==> src/rtl/stopwatch_pkg.sv <==
// Shared definitions for the stopwatch controller: FSM encoding and count limits.
package stopwatch_pkg;

   localparam int VALUE_W = 12;
   localparam logic [VALUE_W-1:0] VALUE_MAX = 12'd4095;

   typedef enum logic [1:0] {
      ST_IDLE  = 2'd0,
      ST_RUN   = 2'd1,
      ST_PAUSE = 2'd2,
      ST_DONE  = 2'd3
   } sw_state_e;

endpackage

==> src/rtl/stopwatch_ctrl_btn_debounce.sv <==
// Push-button conditioner: 2-flop synchronizer, stability counter, and a
// one-cycle press pulse on each accepted 0->1 transition.
module btn_debounce #(
   parameter int DEBOUNCE_CYCLES = 1_000_000
) (
   input  logic clk,
   input  logic rst,
   input  logic btn_raw,
   output logic level,
   output logic press
);

   localparam int CNT_W = $clog2(DEBOUNCE_CYCLES + 1);
   localparam logic [CNT_W-1:0] CNT_LAST = CNT_W'(DEBOUNCE_CYCLES - 1);

   logic [1:0]       sync_q, sync_d;
   logic             level_q, level_d;
   logic             press_q, press_d;
   logic [CNT_W-1:0] cnt_q, cnt_d;

   // Count consecutive cycles the synchronized sample disagrees with the
   // accepted level; flip the level once that run reaches DEBOUNCE_CYCLES.
   always_comb begin
      sync_d  = {sync_q[0], btn_raw};
      level_d = level_q;
      press_d = 1'b0;
      cnt_d   = '0;
      if (sync_q[1] != level_q) begin
         if (cnt_q == CNT_LAST) begin
            level_d = sync_q[1];
            press_d = sync_q[1];
         end else begin
            cnt_d = cnt_q + 1'b1;
         end
      end
   end

   // Debouncer state registers.
   always_ff @(posedge clk or posedge rst) begin
      if (rst) begin
         sync_q  <= '0;
         level_q <= 1'b0;
         press_q <= 1'b0;
         cnt_q   <= '0;
      end else begin
         sync_q  <= sync_d;
         level_q <= level_d;
         press_q <= press_d;
         cnt_q   <= cnt_d;
      end
   end

   assign level = level_q;
   assign press = press_q;

endmodule

==> src/rtl/stopwatch_ctrl.sv <==
// Stopwatch controller: debounced start/clear buttons drive an
// IDLE/RUN/PAUSE/DONE machine counting tenths of a second, saturating at 4095.
module stopwatch_ctrl
   import stopwatch_pkg::*;
#(
   parameter int CLK_HZ          = 100_000_000,
   parameter int TICK_HZ         = 10,
   parameter int DEBOUNCE_CYCLES = 1_000_000
) (
   input  logic               clk,
   input  logic               rst,
   input  logic               btn_start,
   input  logic               btn_clear,
   output logic [VALUE_W-1:0] value,
   output logic               running,
   output logic               ovf
);

   localparam int DIV     = CLK_HZ / TICK_HZ;
   localparam int PRESC_W = $clog2(DIV);
   localparam logic [PRESC_W-1:0] PRESC_LAST = PRESC_W'(DIV - 1);

   logic start_press, clear_press;
   logic start_level, clear_level;
   logic [1:0] unused_levels;

   btn_debounce #(.DEBOUNCE_CYCLES(DEBOUNCE_CYCLES)) u_start (
      .clk     (clk),
      .rst     (rst),
      .btn_raw (btn_start),
      .level   (start_level),
      .press   (start_press)
   );

   btn_debounce #(.DEBOUNCE_CYCLES(DEBOUNCE_CYCLES)) u_clear (
      .clk     (clk),
      .rst     (rst),
      .btn_raw (btn_clear),
      .level   (clear_level),
      .press   (clear_press)
   );

   // Only the press pulses matter here; the accepted levels are not needed.
   assign unused_levels = {start_level, clear_level};

   sw_state_e          state_q, state_d;
   logic [PRESC_W-1:0] presc_q, presc_d;
   logic [VALUE_W-1:0] value_q, value_d;
   logic               running_q, ovf_q;
   logic               tick;

   // Next-state logic: clear wins over everything; a saturating tick wins
   // over a pause request, otherwise a tick is applied before pausing.
   always_comb begin
      state_d = state_q;
      presc_d = presc_q;
      value_d = value_q;
      tick    = (state_q == ST_RUN) && (presc_q == PRESC_LAST);
      if (clear_press) begin
         state_d = ST_IDLE;
         presc_d = '0;
         value_d = '0;
      end else begin
         unique case (state_q)
            ST_IDLE: begin
               if (start_press) begin
                  state_d = ST_RUN;
                  presc_d = '0;
               end
            end
            ST_RUN: begin
               presc_d = tick ? '0 : presc_q + 1'b1;
               if (tick && (value_q == VALUE_MAX)) begin
                  state_d = ST_DONE;
               end else begin
                  if (tick) value_d = value_q + 1'b1;
                  if (start_press) state_d = ST_PAUSE;
               end
            end
            ST_PAUSE: begin
               if (start_press) state_d = ST_RUN;
            end
            ST_DONE: begin
            end
         endcase
      end
   end

   // FSM, prescaler, counter and registered status outputs.
   always_ff @(posedge clk or posedge rst) begin
      if (rst) begin
         state_q   <= ST_IDLE;
         presc_q   <= '0;
         value_q   <= '0;
         running_q <= 1'b0;
         ovf_q     <= 1'b0;
      end else begin
         state_q   <= state_d;
         presc_q   <= presc_d;
         value_q   <= value_d;
         running_q <= (state_d == ST_RUN);
         ovf_q     <= (state_d == ST_DONE);
      end
   end

   assign value   = value_q;
   assign running = running_q;
   assign ovf     = ovf_q;

endmodule

==> config.mk <==
export PLATFORM = sky130hd
export DESIGN_NAME = stopwatch_ctrl
export DESIGN_NICKNAME = d
export VERILOG_FILES = /design/src/rtl/stopwatch_pkg.sv /design/src/rtl/stopwatch_ctrl_btn_debounce.sv /design/src/rtl/stopwatch_ctrl.sv
export SDC_FILE = /design/constraint.sdc
export NUM_CORES = 1
export LEC_CHECK = 0
export CORE_MARGIN = 8
export CORE_UTILIZATION = 44
export CTS_CLUSTER_DIAMETER = 30
export DETAILED_ROUTE_END_ITERATION = 8
export MAX_ROUTING_LAYER = met4
export RECOVER_POWER = 50
export SLEW_MARGIN = 20
export SYNTH_ARGS = -nofsm -noshare
export SYNTH_HDL_FRONTEND = slang
export SYNTH_HIERARCHICAL = 1
export SYNTH_SLANG_ARGS = --single-unit
==> constraint.sdc <==
create_clock -name clk -period 6.2 [get_ports clk]
set_input_delay 1.24 -clock clk [delete_from_list [all_inputs] [get_ports clk]]
set_output_delay 1.24 -clock clk [all_outputs]
set_load 0.005 [all_outputs]
==> results by group, run 1 <==
Setup path
  – Crit path kind: flop to flop
  – Reg2Reg Setup Slack: 2600 ps
  – Critical path endpoint category: flop
  – Critical Path Start Type: flop
  – CP max FO: 18
  – Critical Path AT: 3720 ps
  – CP required: 6310 ps

Logic synthesis
  – Leading area contributor after synthesis: dfrtp_1
  – Synth top cells by count: 88 x dfrtp_1, 51 x nor2_1, 34 x nand2_1, 30 x a21oi_1, 25 x nand3_1
  – Most common cell in the netlist: dfrtp_1
  – Post-Synthesis Cell Area: 4580 µm²
  – Async SR Flop Fraction: 100%
  – Ys Warns: 6
  – Post-synth top area share: roughly half
  – Post-Syn Instances: 450
  – Avg Inst Size Synth: 10.2 µm²
  – Post-synthesis cell type count: 52
  – Post-Syn Nets: 458
  – Synth area leaders: dfrtp_1 48%, nor2_1 4.2%, xor2_1 4.0%
  – Sequential area share after synthesis: about 48%
  – Number of synthesized register bits: 88
  – Main flop type after synthesis: dfrtp_1
  – EDFF count, synth: 0

Layout
  – Layout cells sized above 1: under 10%
  – Fin util: between 40% and 50%
  – Synth-to-Final Area Change: 9.31%
  – Final nets: about 480
  – Ant. Diodes: 0

Die
  – Initial Util: 44.8%
  – Num ports: 18
  – Die Wd: 118 µm
  – Std-Cell Rows: 37
  – Full die area: 13900 µm²
  – Chip Height: 118 µm
  – Core ar.: 10200 µm²

Power
  – Clock power frac: 39.6%
  – Sequential group share of total power: 57.9%
  – P_sw: 0.000224 W
  – Lkg Pwr: 2.01 nW
  – Maximum vdd drop: 0.125 mV
  – Power Dens Cells: 200 nW/µm²
  – Comb pwr share: 2.4%
  – Internal: 0.000781 W
  – Switching share of power: 22.3%

Global routing
  – Global Route Usage Sum: 14.7%
  – Initial antenna violation count: 0
  – Largest net degree at the start of global routing: 41
  – Vias in the first global route: 3579
  – First-pass GRT wire length: between 15 and 20 mm
  – Total gr overflow: 0

CTS
  – Reg clk slew, reported paths: 90 ps
  – Clk_lat worst skew: 350 ps
  – H-tree levels: 3
  – CTS tree: built
  – Max Root-Sink Buffers: 2
  – CTS resizes: 0
  – TritonCTS Buffers: 9
  – Hold Buf Count CTS: 0
  – Post-CTS Setup Bufs: 0
  – Sink Count: 88
  – Root buf cell: clkbuf_8

Route
  – Drt wl/cell: 15.4 µm
  – Drt pass-1 iters: 4
  – Final wirelength: 9.41 mm
  – Post-detailed-route DRC marker count: 0
  – Via count: 3513
  – Iter 0 DRT Violations: 277
  – Final ANT Viol Nets: 0
  – Vias/cell: around 5.7

Timing
  – RSZ-0062 raised after global routing: false
  – Slew at the pin closest to its max-slew limit: 2870 ps
  – Post-route minimum period: 3600 ps
  – Max Clock Skew: 8.46 ps
  – Smallest hold slack: 365 ps
  – FMAX: 0.278 GHz
  – Fin crit share: 58.1%
  – TNS Setup: 0 ps
  – Slew Limit Fails: 60
  – Slew HR: -93.9%
  – Final Hold Vio Count: 0
  – Setup Viol. Count Final: 0

Hold path
  – Hold WC Path Type: flop to flop

Job
  – MaxCap Viol Count: 2

Place
  – Placer Congestion: 0.847
  – PortBufs: 17
  – HPWL Detailed: 6.39 mm

Run status
  – Failing checks: max-capacitance violations, max-slew violations
  – Status: complete, but fails checks
==> worst paths after layout <==
kind                                    from           endpoint  cells past startpoint
hold reg to reg            u_clear/sync_q[0]  u_clear/sync_q[1]                      0
setup reg to reg            u_start/cnt_q[8]  u_start/cnt_q[12]                      4
setup / recovery            u_start/cnt_q[8]  u_start/cnt_q[12]                      4
min in group asynchronous                rst   u_clear/cnt_q[6]                      2
hold / removal             u_clear/sync_q[0]  u_clear/sync_q[1]                      0
max in group asynchronous                rst            running                      3
==> per-layer routing <==
metal	up-vias	track usage [%]	part of all wire [%]
li1	1711	-	-
met1	1730	18.0	47
met2	62	24.1	48
met3	10	3.60	3.4
met4	0	3.36	1.0
met5	-	-	0
==> sequential cells by signal (all words and copies together) (netlist names), 2 cells and up <==
name and flops:
presc_q 24, u_clear/cnt_q 20, u_start/cnt_q 20, value 12
state_q 2, u_clear/sync_q 2, u_start/sync_q 2
==> worst max-delay path: stages, from the launching register on <==
cell     delay, ps
dfrtp_1        460
nor4_1         320
nand4_2        140
o41ai_1       2280
nor2_1         170
==> cells in the final DEF (no fill, tap or decap), types with 9 or more instances in the layout <==
cell,n
dfrtp_1,88
nor2_1,51
nand2_1,34
a21oi_1,30
nand3_1,25
xor2_1,21
xnor2_1,18
nand4_1,17
or4_1,17
o31ai_1,15
clkdlybuf4s50_1,14
inv_1,12
nor4_1,10
clkbuf_8,10
and4_1,9
and3_1,9
==> logic make-up after synthesis <==
kind of cell,count (synthesis),synth area share (%)
flops,88,48.0
simple gates,219,28.9
mux,8,1.99
buf+inv,21,1.88
xor+xnor,39,7.45
fa+ha+maj,4,1.09
compound gates,71,10.6
==> layout make-up <==
| type | count | area [µm²] |
|---|---|---|
| Inverter | 12 | 45.0 |
| Clock inverter | 5 | 56.3 |
| Clock buffer | 11 | 141 |
| Timing Repair Buffer | 19 | 178 |
| Sequential cell | 88 | 2200 |
| Fill cell | 969 | 5220 |
| Tap cell | 136 | 170 |
| Multi-Input combinational cell | 341 | 2220 |
==> stage by stage <==
| stage | cell area (µm²) | instances | worst slack (ps) | power [W] |
|---|---|---|---|---|
| CTS | 5090 | 612 | 3570 | 0.00102 |
| floorplan | 4580 | 450 | 4040 | 0.000611 |
| detailed placement | 4900 | 596 | 3750 | 0.000620 |
| global placement | 4900 | 596 | 3770 | 0.000619 |
| global route | 5010 | 612 | 2220 | 0.00105 |
| finish | 5010 | 612 | 2600 | 0.00100 |
==> power groups by stage <==
| stage | clock network [W] | logic [W] | registers [W] |
|---|---|---|---|
| after detailed placement | 0 | 0.0000264 | 0.000593 |
| after CTS | 0.000414 | 0.0000267 | 0.000582 |
| after global placement | 0 | 0.0000262 | 0.000593 |
| after global routing | 0.000438 | 0.0000289 | 0.000583 |
| final | 0.000398 | 0.0000243 | 0.000582 |
| after floorplan | 0 | 0.0000188 | 0.000592 |
Note: power is estimated with default switching activity, not from simulation.
==> run 2: changes to the inputs <==
==> constraint.sdc (replaced) <==
create_clock -name clk -period 3.35 [get_ports clk]
set_input_delay 0.67 -clock clk [delete_from_list [all_inputs] [get_ports clk]]
set_output_delay 0.67 -clock clk [all_outputs]
set_load 0.005 [all_outputs]
==> run 2 against run 1 <==
The flow now finishes without violations. Maximum frequency grew 41%. Register-to-register slack lost 1800 ps. Clock power grew 85%. Critical endpoint is now presc_q[8]. Worst hold slack lost 13 ps. Largest power group unchanged.
==> results by group, run 2 (synthesized netlist as in run 1, its figures left out) <==
CTS
  – TritonCTS Buffers: 9
  – CTS tree: built
  – Root buf cell: clkbuf_8
  – H-tree levels: 3
  – Max Root-Sink Buffers: 2
  – Hold Buf Count CTS: 0
  – Post-CTS Setup Bufs: 0
  – Clk_lat worst skew: 350 ps
  – CTS resizes: 0
  – Sink Count: 88
  – Reg clk slew, reported paths: 90 ps

Global routing
  – Global Route Usage Sum: 14.3%
  – Met1 usage in global routing: 18.3%
  – Largest net degree at the start of global routing: 41
  – Vias in the first global route: 3404
  – GR met3 Demand/Resource: 2.40%
  – GR met2 Demand/Resource: 22.1%
  – Initial antenna violation count: 0
  – GR peak layer: met2
  – First-pass GRT wire length: 16.4 mm
  – Total gr overflow: 0

Layout
  – Most common cell after layout, fill and taps aside: dfrtp_1
  – Reg with most FFs: presc_q
  – Finished Cell Area: 5070 µm²
  – Area of the multi-input gates: 2280 µm²
  – Register Area: 2200 µm²
  – Most frequent cells in the layout: 88 x dfrtp_1, 51 x nor2_1, 34 x nand2_1, 30 x a21oi_1, 25 x nand3_1
  – Regs by FF count: presc_q x24, u_clear/cnt_q x20, u_start/cnt_q x20
  – Max reg flops: 24
  – Layout cells sized above 1: 9.28%
  – Ant. Diodes: 0
  – # fillers: 945
  – Final nets: 479
  – Synth-to-Final Area Change: 10.7%

Timing
  – Final Hold Vio Count: 0
  – Fin crit share: roughly three quarters
  – Slew HR: 31.8%
  – Slew Limit Fails: 0
  – TNS Setup: 0 ps
  – Max Clock Skew: 14.6 ps
  – Setup Viol. Count Final: 0
  – Slew at the pin closest to its max-slew limit: 1020 ps
  – FMAX: 0.393 GHz
  – RSZ-0062 raised after global routing: false
  – Post-route minimum period: between 2000 and 3000 ps

Die
  – Initial Util: 44.8%
  – Std-Cell Rows: 37
  – Chip Height: ~120 µm
  – Num ports: 18
  – Full die area: 13900 µm²
  – Die Wd: 118 µm
  – Core ar.: 10200 µm²

Setup path
  – CP max FO: 18
  – Reg2Reg Setup Slack: 800 ps
  – RR Startpoint: u_clear/press
  – CP required: 3620 ps
  – Critical path endpoint category: flop
  – Critical Path AT: roughly 2800 ps
  – Critical Path Start Type: flop
  – Path depth of the worst reg2reg path: 6
  – Critical Path Source: u_clear/press
  – R2r endpoint: presc_q[8]
  – Crit path kind: flop to flop
  – Worst setup endpoint: presc_q[8]

Power
  – Lkg Pwr: 2.06 nW
  – Clock power frac: roughly two fifths
  – Internal: 0.00146 W
  – P_sw: 0.000404 W
  – Sequential group share of total power: 57.8%
  – Comb pwr share: 2.5%
  – Switching share of power: a little over a fifth
  – Maximum vdd drop: 0.192 mV
  – Power Dens Cells: 367 nW/µm²

Place
  – PortBufs: 17
  – Dpl cell area: slightly below 5000 µm²
  – HPWL Detailed: 6.33 mm
  – Placer Congestion: 0.817

Route
  – Via count: 3464
  – Final wirelength: 9.32 mm
  – Iter 0 DRT Violations: 224
  – Drt pass-1 iters: 4
  – Post-detailed-route DRC marker count: 0
  – Drt wl/cell: 15.3 µm
  – Vias/cell: 5.68
  – Final ANT Viol Nets: 0

Job
  – MaxCap Viol Count: 0

Run status
  – Status: finished clean

Hold path
  – Hold WC Path Type: flop to flop
==> run 2: area by class of cell <==
cell class	count	share of cell area [%]
inverter	12	0.888
sequential	88	43.4
clock buffer	11	2.98
multi-input combinational	341	44.9
tap	136	3.35
timing repair buffer	19	3.65
clock inverter	3	0.838
==> run 2: power by group through the flow <==
stage,Clock (W),Sequential (W),Combinational [W]
after detailed placement,0,0.00110,0.0000501
after floorplan,0,0.00110,0.0000348
after global placement,0,0.00110,0.0000494
after CTS,0.000770,0.00108,0.0000498
after global routing,0.000811,0.00108,0.0000547
final,0.000738,0.00108,0.0000468
==> run 2: worst max-delay path: stages (launching register included) <==
cell	delay (ps)
dfrtp_1	590
nand2b_1	280
or2_2	310
a21oi_1	710
buf_4	330
a21oi_1	80
o21ai_0	180
==> run 2: per-layer routing <==
metal	vias up	routed length, µm
met4	0	150
met5	-	0
met3	12	297
met2	67	4230
li1	1703	-
met1	1682	4640
==> run 2: worst min path at each step <==
| stage | from | to | slack, ps | cells after the start |
|---|---|---|---|---|
| 6_report | u_start/sync_q[0] | u_start/sync_q[1] | 350 | 0 |
| 5_1_grt | u_start/sync_q[0] | u_start/sync_q[1] | 360 | 0 |
| 4_1_cts | u_start/sync_q[0] | u_start/sync_q[1] | 350 | 0 |
| 3_5_place_dp | u_start/sync_q[0] | u_start/sync_q[1] | 330 | 0 |
| 3_3_place_gp | u_clear/sync_q[0] | u_clear/sync_q[1] | 340 | 0 |
| 2_1_floorplan | u_clear/sync_q[0] | u_clear/sync_q[1] | 330 | 0 |
==> run 2: stage by stage <==
step / cells / hold WS (ps) / worst slack (ps) / power (W) / util [%]
2_1_floorplan: 450 / 331 / 1230 / 0.00113 / -
3_3_place_gp: 596 / 336 / 912 / 0.00115 / 47.9
3_5_place_dp: 596 / 335 / 839 / 0.00115 / 47.9
4_1_cts: 610 / 354 / 809 / 0.00190 / 49.8
5_1_grt: 610 / 357 / 606 / 0.00194 / 49.6
6_report: 610 / 352 / 803 / 0.00186 / 49.6
==> run 3: changes to the inputs <==
==> constraint.sdc (replaced) <==
create_clock -name clk -period 2.5 [get_ports clk]
set_input_delay 0.5 -clock clk [delete_from_list [all_inputs] [get_ports clk]]
set_output_delay 0.5 -clock clk [all_outputs]
set_load 0.005 [all_outputs]
==> run 3 against run 2 <==
Register-to-register slack got worse by 670 ps. Worst hold slack improved by 5.4 ps. Non-clock buffer count rose by 13. Routed wire length is 1.2% higher. Critical endpoint is now value[9].
==> results by group, run 3 (synthesized netlist as in run 1, its figures left out) <==
Run status
  – Status: finished clean

CTS
  – Clk_lat worst skew: around 360 ps
  – Sink Count: 88
  – Max Root-Sink Buffers: 2
  – TritonCTS Buffers: 9
  – CTS tree: built
  – Reg clk slew, reported paths: 90 ps
  – H-tree levels: 3
  – Root buf cell: clkbuf_8
  – Post-CTS Setup Bufs: 0

Global routing
  – Vias in the first global route: roughly 3500
  – Total gr overflow: 0
  – Initial antenna violation count: 0
  – Global Route Usage Sum: 14.8%
  – First-pass GRT wire length: 16.8 mm
  – Largest net degree at the start of global routing: 41

Power
  – Lkg Pwr: 2.11 nW
  – Power Dens Cells: 489 nW/µm²
  – Internal: 0.00197 W
  – Comb pwr share: 2.6%
  – Maximum vdd drop: 0.461 mV
  – Switching share of power: 22.1%
  – Sequential group share of total power: 57.2%
  – Clock power frac: 40.3%
  – P_sw: 0.000558 W

Timing
  – Smallest hold slack: roughly 360 ps
  – Slew at the pin closest to its max-slew limit: 1280 ps
  – Setup Viol. Count Final: 0
  – Fin crit share: 94.7%
  – Slew Limit Fails: 0
  – Final Hold Vio Count: 0
  – Max Clock Skew: 10.3 ps
  – TNS Setup: 0 ps
  – FMAX: 0.423 GHz
  – Post-route minimum period: 2370 ps
  – Final WS setup: 134 ps
  – Slew HR: 14.4%
  – RSZ-0062 raised after global routing: false

Layout
  – Synth-to-Final Area Change: 12.6%
  – Final nets: 492
  – Layout cells sized above 1: between 10 and 15%
  – Regs by FF count: presc_q x24, u_clear/cnt_q x20, u_start/cnt_q x20
  – # fillers: 964
  – Most common cell after layout, fill and taps aside: dfrtp_1
  – Final non-filler cell total: 625
  – Reg with most FFs: presc_q
  – Ant. Diodes: 0
  – Area of the multi-input gates: 2280 µm²
  – Max reg flops: 24
  – Most frequent cells in the layout: 88 x dfrtp_1, 51 x nor2_1, 34 x nand2_1, 30 x a21oi_1, 25 x nand3_1
  – Register Area: between 2000 and 2500 µm²

Job
  – MaxCap Viol Count: 0

Setup path
  – CP required: 2790 ps
  – Critical Path Start Type: flop
  – Crit path kind: flop to flop
  – RR Startpoint: presc_q[7]
  – Critical Path AT: between 2000 and 3000 ps
  – Critical path, cell by cell: or4b_4 > nor4_4 > nand3_4 > or4_1 > a21oi_1
  – Crit path depth: 5
  – Highest-delay cell along the critical path: or4b_4
  – Worst Path Buf+Inv: 0
  – Critical Path Source: presc_q[7]
  – Reg2Reg Setup Slack: 130 ps
  – Path depth of the worst reg2reg path: 5
  – CP max FO: 18
  – Critical path endpoint category: flop
  – Worst path max stage delay: 610 ps
  – Worst path top cell family by delay: simple AND/OR/NAND/NOR gates
  – R2r endpoint: value[9]

Die
  – Chip Height: between 100 and 150 µm
  – Core ar.: 10200 µm²
  – Die Wd: 118 µm
  – Std-Cell Rows: 37
  – Num ports: 18
  – Initial Util: 44.8%
  – Full die area: 13900 µm²

Place
  – Placer Congestion: 0.829
  – Pre-CTS setup slack: around 90 ps
  – PortBufs: 17
  – Inst Count DP: a little over 600
  – HPWL Detailed: 6.57 mm

Route
  – Drt pass-1 iters: 4
  – Final wirelength: 9.43 mm
  – Post-detailed-route DRC marker count: 0
  – Via count: 3523
  – Iter 0 DRT Violations: around 230
  – Drt wl/cell: 15.1 µm
  – Final ANT Viol Nets: 0
  – Vias/cell: 5.64

Hold path
  – Hold worst-path end: u_clear/sync_q[1]
  – Hold path startpoint: u_clear/sync_q[0]
  – Hold WC Path Type: flop to flop
  – WHS Path Cells: 0
run 3: changes by cell type in the layout (fill, tap and decap cells not counted), sizes merged:
cell | previous run | this run
clkinv | 1 | 2
clkbuf | 11 | 17
clkinvlp | 1 | 0
buf | 2 | 11
run 3: worst register-to-register path, stage by stage, from the launching register on:
cell and delay (ps):
dfrtp_1 460, or4b_4 610, nor4_4 370, nand3_4 240, or4_1 450, a21oi_1 160
run 3: power by group through the flow:
| stage | sequential [W] | combinational [W] | clock (W) |
|---|---|---|---|
| 2_1_floorplan | 0.00147 | 0.0000467 | 0 |
| 3_3_place_gp | 0.00147 | 0.0000729 | 0 |
| 3_5_place_dp | 0.00147 | 0.0000724 | 0 |
| 4_1_cts | 0.00144 | 0.0000730 | 0.00105 |
| 5_1_grt | 0.00144 | 0.0000749 | 0.00109 |
| 6_report | 0.00144 | 0.0000646 | 0.00102 |
run 3: cell type report:
class	count	share of cell area (%)
Multi-Input combinational cell	341	44.1
Sequential cell	88	42.7
Timing Repair Buffer	32	5.21
Tap cell	136	3.30
Clock buffer	13	3.08
Inverter	12	0.873
Clock inverter	3	0.776
run 3: stage by stage:
step	util [%]	total power [W]	instance area (µm²)
5_1_grt	50.5	0.00261	5160
2_1_floorplan	-	0.00152	4580
3_3_place_gp	48.8	0.00154	4990
3_5_place_dp	48.8	0.00154	4990
4_1_cts	50.8	0.00256	5190
6_report	50.5	0.00252	5160
run 3: worst max path at each step:
stage / endpoint
2_1_floorplan: presc_q[0]
3_3_place_gp: value[11]
3_5_place_dp: value[9]
4_1_cts: value[9]
5_1_grt: value[7]
6_report: value[9]
run 3: repair_timing:
action / 4_1_cts / 5_1_grt
hold buffers: 0 / 0
resized for setup: 0 / 1
setup endpoints to repair: 0 / 7
run 3: metal layers:
layer / global-route usage (%) / up-vias / wire length, µm
met4: 5.68 / 0 / 138
met3: 3.17 / 12 / 262
met5: - / - / 0
met2: 23.4 / 37 / 4510
li1: - / 1729 / -
met1: 18.2 / 1745 / 4520
